`src/rtl/fib_seq_gen_pkg.sv`:
```
// Shared types and default sizing for the Fibonacci sequence generator.
package fib_seq_gen_pkg;
    typedef enum logic {
        IDLE = 1'b0,
        RUN  = 1'b1
    } state_t;

    localparam int DEF_WIDTH = 8;
    localparam int DEF_CNT_W = 8;
endpackage

```
`src/rtl/fib_seq_gen_rca_n.sv`:
```
// WIDTH-bit ripple-carry adder; carry-out exported so the caller can flag overflow.
module rca_n #(
    parameter int WIDTH = 8
) (
    input  logic [WIDTH-1:0] a,
    input  logic [WIDTH-1:0] b,
    input  logic             cin,
    output logic [WIDTH-1:0] sum,
    output logic             cout
);
    logic [WIDTH:0] c;

    assign c[0] = cin;

    for (genvar i = 0; i < WIDTH; i++) begin : g_fa
        assign sum[i]   = a[i] ^ b[i] ^ c[i];
        assign c[i+1]   = (a[i] & b[i]) | (c[i] & (a[i] ^ b[i]));
    end

    assign cout = c[WIDTH];
endmodule

```
`src/rtl/fib_seq_gen.sv`:
```
// Streams n_terms Fibonacci-style terms from two seeds over a valid/ready port.
// Define FIB_SAT_EN to saturate sums at all-ones instead of wrapping.
module fib_seq_gen
    import fib_seq_gen_pkg::*;
#(
    parameter int WIDTH = DEF_WIDTH,
    parameter int CNT_W = DEF_CNT_W
) (
    input  logic             clk,
    input  logic             reset,
    input  logic             start,
    input  logic [WIDTH-1:0] seed0,
    input  logic [WIDTH-1:0] seed1,
    input  logic [CNT_W-1:0] n_terms,
    output logic             out_valid,
    input  logic             out_ready,
    output logic [WIDTH-1:0] out_data,
    output logic             out_last,
    output logic             busy,
    output logic             overflow
);
    state_t           state, state_nxt;
    logic [WIDTH-1:0] prev, cur, sum, next_term;
    logic [CNT_W-1:0] remaining;
    logic             carry, accept, xfer, last_term;

    assign accept    = (state == IDLE) && start && (n_terms != '0);
    assign xfer      = (state == RUN) && out_ready;
    assign last_term = (remaining == CNT_W'(1));

    rca_n #(.WIDTH(WIDTH)) u_add (
        .a    (prev),
        .b    (cur),
        .cin  (1'b0),
        .sum  (sum),
        .cout (carry)
    );

`ifdef FIB_SAT_EN
    assign next_term = carry ? '1 : sum;
`else
    assign next_term = sum;
`endif

    always_ff @(posedge clk) begin
        if (!reset) state <= IDLE;
        else        state <= state_nxt;
    end

    always_comb begin
        state_nxt = state;
        case (state)
            IDLE: if (accept)            state_nxt = RUN;
            RUN:  if (xfer && last_term) state_nxt = IDLE;
        endcase
    end

    always_comb begin
        busy      = (state == RUN);
        out_valid = busy;
        out_data  = busy ? prev : '0;
        out_last  = busy && last_term;
    end

    // Only a carry into a term that will still be emitted (remaining>=3) counts.
    always_ff @(posedge clk) begin
        if (!reset) begin
            prev      <= '0;
            cur       <= '0;
            remaining <= '0;
            overflow  <= 1'b0;
        end else if (accept) begin
            prev      <= seed0;
            cur       <= seed1;
            remaining <= n_terms;
            overflow  <= 1'b0;
        end else if (xfer) begin
            prev      <= cur;
            cur       <= next_term;
            remaining <= remaining - CNT_W'(1);
            if (carry && remaining >= CNT_W'(3)) overflow <= 1'b1;
        end
    end
endmodule

```
`config.mk`:
```
export PLATFORM = sky130hd
export DESIGN_NAME = fib_seq_gen
export DESIGN_NICKNAME = d
export VERILOG_FILES = /design/src/rtl/fib_seq_gen_pkg.sv /design/src/rtl/fib_seq_gen_rca_n.sv /design/src/rtl/fib_seq_gen.sv
export SDC_FILE = /design/constraint.sdc
export NUM_CORES = 1
export LEC_CHECK = 0
export BUFFER_PORTS_ARGS = -buffer_cell sky130_fd_sc_hd__clkbuf_2
export CORE_MARGIN = 2
export CORE_UTILIZATION = 25
export DETAILED_ROUTE_END_ITERATION = 12
export PLACE_DENSITY = 0.48
export SETUP_SLACK_MARGIN = 0.2
export SYNTH_ARGS = -nofsm -noshare
export SYNTH_HDL_FRONTEND = slang
export SYNTH_HIERARCHICAL = 1
export SYNTH_SLANG_ARGS = --single-unit
```
`constraint.sdc`:
```
create_clock -name clk -period 4.17 [get_ports clk]
set_input_delay 1.0425 -clock clk [delete_from_list [all_inputs] [get_ports clk]]
set_output_delay 1.0425 -clock clk [all_outputs]
set_load 0.005 [all_outputs]
```
==> results of run 1 <==
-- where the power goes --
part	leakage, uW	internal, uW	total, uW	switching (uW)
Combinational	0.000520	59.3	134	74.7
Sequential	0.000214	270	298	27.8
Clock	0.0000288	84.5	168	83.4
-- worst max path at each step --
stage	from	end	slack (ps)	cells past startpoint
2_1_floorplan	prev[0]$_SDFFE_PN0P_	cur[7]$_SDFFE_PN0P_	580	14
5_1_grt	prev[0]$_SDFFE_PN0P_	cur[7]$_SDFFE_PN0P_	240	14
3_3_place_gp	prev[0]$_SDFFE_PN0P_	cur[7]$_SDFFE_PN0P_	470	14
3_5_place_dp	prev[0]$_SDFFE_PN0P_	cur[7]$_SDFFE_PN0P_	420	14
4_1_cts	prev[0]$_SDFFE_PN0P_	cur[7]$_SDFFE_PN0P_	400	14
6_report	prev[0]$_SDFFE_PN0P_	cur[7]$_SDFFE_PN0P_	430	14
-- registers in the layout, summed over array words and instances, names as in the netlist --
signal / cells
overflow: 1
prev: 8
busy: 1
cur: 8
remaining: 8
-- layout make-up --
cell class,instances,share of cell area [%]
flip-flops and latches,26,28.0
repair buffers,40,10.9
well taps,77,5.19
clock buffers,4,2.96
multi-input cells,129,50.3
inverters,13,2.63
-- metal layers --
layer	vias up	share of wire (%)	wire, microns
li1	703	-	-
met3	2	4.1	166
met4	0	0.95	38
met1	648	51	2040
met5	-	0	0
met2	30	44	1760
-- kinds of logic after synthesis --
family | Yosys count | share of synthesized area [%]
AO/OA/AOI/OAI | 61 | 26.5
AND/OR/NAND/NOR | 55 | 19.1
buffers and inverters | 26 | 8.21
flip-flops | 26 | 32.9
adder cells (fa/ha/maj) | 11 | 12.5
XOR/XNOR | 1 | 0.553
other | 1 | 0.237
-- worst max-delay path, stage by stage, from the launching register on --
cell,delay (ps)
dfxtp_1,340
fa_1,410
inv_1,70
fa_1,150
inv_1,50
fa_1,370
fa_1,380
fa_1,380
fa_1,390
fa_1,370
inv_1,80
fa_1,400
inv_1,50
o21ai_0,70
nor3_1,150
-- layout by cell type, fill, tap and decap left out, types with 9 or more instances in the layout --
cell       n
clkbuf_2  39
dfxtp_1   26
a21boi_0  15
nand3_1   15
a21oi_1   14
inv_1     13
o21ai_0   11
a22oi_1   10
and2_1     9
nand2_1    9
-- Yosys cell counts --
cell,number,area share (%)
buf_2,2,0.63
or4_4,2,1.4
o31ai_4,1,1.3
a21boi_0,15,7.1
o21ai_0,11,3.5
dfxtp_1,26,33
nand3_1,15,4.7
o21ai_1,1,0.32
nand2_1,9,2.1
nor4_1,1,0.40
a31oi_1,1,0.40
fa_1,8,10
and3_1,2,0.79
clkbuf_1,6,1.4
buf_6,1,0.71
xnor2_1,1,0.55
a32oi_1,3,1.7
a41oi_1,1,0.55
inv_1,13,3.1
a2bb2oi_1,1,0.55
a211oi_1,1,0.47
buf_8,1,0.95
buf_4,3,1.4
and2b_2,1,0.55
nor2_1,3,0.71
and2_1,9,3.6
nor2_2,1,0.40
a21oi_1,14,4.4
conb_1,1,0.24
o21a_1,1,0.47
ha_1,3,2.4
nand3b_1,1,0.47
or4_1,2,0.95
a22oi_1,10,4.7
o21ai_4,1,1.0
nor3b_1,1,0.47
nor3_1,8,2.5
-- metrics by stage --
step           utilization, %  cell area [sq um]  total power [uW]
2_1_floorplan               -               1580               398
3_3_place_gp             28.9               1800               440
3_5_place_dp             28.9               1800               439
4_1_cts                  29.8               1860               609
5_1_grt                  29.8               1860               638
6_report                 29.8               1860               600
==> impl_metrics.env, run 1 <==
export IMPL_start_kind="register"
export IMPL_post_route_period_util_pct=89.6
export IMPL_nets=252
export IMPL_holdPathEnd="cur[1]$_SDFFE_PN0P_"
export IMPL_setup_violations=0
export IMPL_drv_cap=0
export IMPL_stdcell_count=289
export IMPL_grt_met3_usage_pct=1.98
export IMPL_h_tree_depth=1
export IMPL_coreArea_sq_mm=0.00624
export IMPL_cp_max_fo=3
export IMPL_dr_pass1_iters=4
export IMPL_io_pins=40
export IMPL_antennaDiodeCount=0
export IMPL_fin_crit_ps=3740
export IMPL_end_kind="register"
export IMPL_worst_hold_slack_ps=485
export IMPL_finClkSkew_ps=2.66
export IMPL_place_inst=285
export IMPL_post_synth_num_cell_types=37
export IMPL_syn_avg_cell_area_sq_um=8.75
export IMPL_io_buffers=39
export IMPL_synth_seq_cells=26
export IMPL_fillers=695
export IMPL_start_util_pct=25.4
export IMPL_use_met2_pct=17.4
export IMPL_antenna_found_initial=0
export IMPL_worstPathRequired_ps=4370
export IMPL_postRouteAntennaNets=0
export IMPL_max_freq_mhz=268
export IMPL_wl_per_cell_microns=13.9
export IMPL_use_met1_pct=16.9
export IMPL_clkSinkCount=26
export IMPL_rsz0062_at_grt="no"
export IMPL_pwr_density_cell_mw_per_mm2=323
export IMPL_grt_busiest_layer="met2"
export IMPL_reg2reg_setup_slack_ps=430
export IMPL_routabilityCongestion=0.709
export IMPL_timing_rr_start="prev[0]$_SDFFE_PN0P_"
export IMPL_drt_vias_per_instance=4.79
export IMPL_cp_arrival_ps=3940
export IMPL_seqCellArea_sq_um=520
export IMPL_syn_to_final_growth_pct=17.2
export IMPL_cts_tree="yes"
export IMPL_syn_inst=181
export IMPL_grt_pass1_vias=1320
export IMPL_drc=0
export IMPL_reg2reg_to="cur[7]$_SDFFE_PN0P_"
export IMPL_cts_resized=0
export IMPL_tns_ps=0
export IMPL_grt_usage_pct=11.6
export IMPL_syn_num_nets=220
export IMPL_grt_pass1_wl_microns=6580
export IMPL_reg2reg_depth=14
export IMPL_dieArea_sq_mm=0.00699
export IMPL_cts_buffer_depth=2
export IMPL_multi_input_area_sq_um=933
export IMPL_overflow=0
export IMPL_ir_worst_vdd_mv=0.161
export IMPL_clk_pin_slew_worst_paths_ps=90
export IMPL_hpwl_microns=2810
export IMPL_slew_headroom_pct=46.0
export IMPL_hold_buffers=0
export IMPL_timing_final_ws_setup_ps=435
export IMPL_fp_dieW_microns=83.6
export IMPL_placementRows=29
export IMPL_syn_area_sq_mm=0.00158
export IMPL_drive_above_1_share_pct=23.6
export IMPL_ys_seq_area_share_pct=32.9
export IMPL_num_vias=1383
export IMPL_die_y_microns=83.6
export IMPL_grt_max_degree=28
export IMPL_first_iter_violations=52
export IMPL_yosysWarningCount=6
export IMPL_outcome="finished clean"
export IMPL_tightest_slew_ps=810
export IMPL_maxSlewViolCount=0
export IMPL_cts_buffers_inserted=3
export IMPL_cts_setup_buffers=0
export IMPL_report_final_hold_viol_count=0
export IMPL_pre_cts_ws_ps=417
export IMPL_hold_class="reg -> reg"
export IMPL_routed_wl_microns=4000
export IMPL_clockRootBuffer="clkbuf_8"
export IMPL_min_from="cur[1]$_SDFFE_PN0P_"
export IMPL_crit_type="reg -> reg"
export IMPL_p_leak_uw=0.000763
export IMPL_clk_latency_ps=270
export IMPL_whs_path_depth=2
Power figures use the tool's default switching activity.
==> inputs of run 2 (changes only) <==
==> constraint.sdc (replaced) <==
create_clock -name clk -period 4.17 [get_ports clk]
set_input_delay 0.834 -clock clk [delete_from_list [all_inputs] [get_ports clk]]
set_output_delay 0.834 -clock clk [all_outputs]
set_load 0.005 [all_outputs]
==> impl_metrics.env, run 2 (synthesis gave the netlist of run 1 again) <==
export IMPL_ir_worst_vdd_mv=0.146
export IMPL_timing_final_ws_setup_ps=449
export IMPL_rsz0062_at_grt="no"
export IMPL_syn_to_final_growth_pct=15.9
export IMPL_hpwl_microns=2780
export IMPL_hold_buffers=0
export IMPL_io_pins=40
export IMPL_overflow=0
export IMPL_routabilityCongestion=0.700
export IMPL_first_iter_violations=66
export IMPL_grt_pass1_vias=1337
export IMPL_postRouteAntennaNets=0
export IMPL_nets=251
export IMPL_tightest_slew_ps=1070
export IMPL_layout_commonest_cell="clkbuf_2"
export IMPL_whs_path_depth=2
export IMPL_pre_cts_ws_ps=440
export IMPL_clockRootBuffer="clkbuf_8"
export IMPL_wl_per_cell_microns=13.9
export IMPL_mostFrequentLayoutCells="clkbuf_2, dfxtp_1, a21boi_0, nand3_1, a21oi_1"
export IMPL_cts_tree="yes"
export IMPL_placementRows=29
export IMPL_setup_violations=0
export IMPL_cts_buffers_inserted=3
export IMPL_drv_cap=0
export IMPL_worst_hold_slack_ps=485
export IMPL_clk_latency_ps=270
export IMPL_maxSlewViolCount=0
export IMPL_grt_usage_pct=11.7
export IMPL_hold_class="reg -> reg"
export IMPL_crit_type="reg -> reg"
export IMPL_grt_max_degree=28
export IMPL_post_route_period_util_pct=89.2
export IMPL_fin_crit_ps=3720
export IMPL_largest_registers="cur x8, prev x8, remaining x8"
export IMPL_outcome="finished clean"
export IMPL_slew_headroom_pct=28.7
export IMPL_place_inst=284
export IMPL_dieArea_sq_mm=0.00699
export IMPL_die_y_microns=83.6
export IMPL_drive_above_1_share_pct=22.9
export IMPL_dr_pass1_iters=4
export IMPL_io_buffers=39
export IMPL_clk_pin_slew_worst_paths_ps=90
export IMPL_cp_arrival_ps=3920
export IMPL_h_tree_depth=1
export IMPL_cp_max_fo=3
export IMPL_tns_ps=0
export IMPL_start_kind="register"
export IMPL_worstPathRequired_ps=4370
export IMPL_p_leak_uw=0.000750
export IMPL_coreArea_sq_mm=0.00624
export IMPL_cts_setup_buffers=0
export IMPL_stdcell_count=287
export IMPL_pwr_density_cell_mw_per_mm2=314
export IMPL_cts_buffer_depth=2
export IMPL_start_util_pct=25.4
export IMPL_max_freq_mhz=269
export IMPL_drt_vias_per_instance=4.90
export IMPL_num_vias=1406
export IMPL_grt_pass1_wl_microns=6660
export IMPL_finClkSkew_ps=0.816
export IMPL_fp_dieW_microns=83.6
export IMPL_clkSinkCount=26
export IMPL_report_final_hold_viol_count=0
export IMPL_routed_wl_microns=3990
export IMPL_antennaDiodeCount=0
export IMPL_end_kind="register"
export IMPL_antenna_found_initial=0
export IMPL_reg2reg_depth=14
export IMPL_final_util_pct=29.4
export IMPL_drc=0
export IMPL_cts_resized=0
==> run 2: changes by cell type in the layout (fill, tap and decap cells not counted), sizes merged <==
| cell | change |
|---|---|
| buf | -1 |
| clkbuf | -1 |
==> run 2: critical path, cell delays in order (launching register included) <==
cell and delay, ps:
dfxtp_1 340, fa_1 410, inv_1 70, fa_1 150, inv_1 40, fa_1 370
fa_1 380, fa_1 380, fa_1 390, fa_1 370, inv_1 80, fa_1 400
inv_1 50, o21ai_0 70, nor3_1 140
==> run 2: metrics by stage <==
stage	instance area, sq um	total power [uW]
2_1_floorplan	1580	398
3_3_place_gp	1790	439
3_5_place_dp	1790	438
4_1_cts	1840	584
5_1_grt	1840	616
6_report	1840	576
==> run 2: final timing paths <==
path,from,to,slack [ps]
max,prev[0]$_SDFFE_PN0P_,cur[7]$_SDFFE_PN0P_,450
min,cur[1]$_SDFFE_PN0P_,cur[1]$_SDFFE_PN0P_,490
max reg2reg,prev[0]$_SDFFE_PN0P_,cur[7]$_SDFFE_PN0P_,450
min reg2reg,cur[1]$_SDFFE_PN0P_,cur[1]$_SDFFE_PN0P_,490
==> run 2: layout make-up <==
| type | instances | area, sq um |
|---|---|---|
| multi-input cells | 129 | 933 |
| fillers | 688 | 4410 |
| flip-flops and latches | 26 | 520 |
| inverters | 13 | 48.8 |
| repair buffers | 39 | 195 |
| clock buffers | 3 | 41.3 |
| well taps | 77 | 96.3 |
==> run 2: metal layers <==
| layer | track usage [%] | share of wire (%) |
|---|---|---|
| met5 | 0 | 0 |
| met2 | 17.7 | 43 |
| met4 | 3.08 | 1.3 |
| met1 | 17.2 | 52 |
| met3 | 2.08 | 4.1 |
==> run 2: power by group <==
group          internal [uW]  total (uW)  switching, uW
sequential               270         298           28.1
clock                   64.8         144           79.5
combinational           59.0         133           74.3
total                    394         576            182
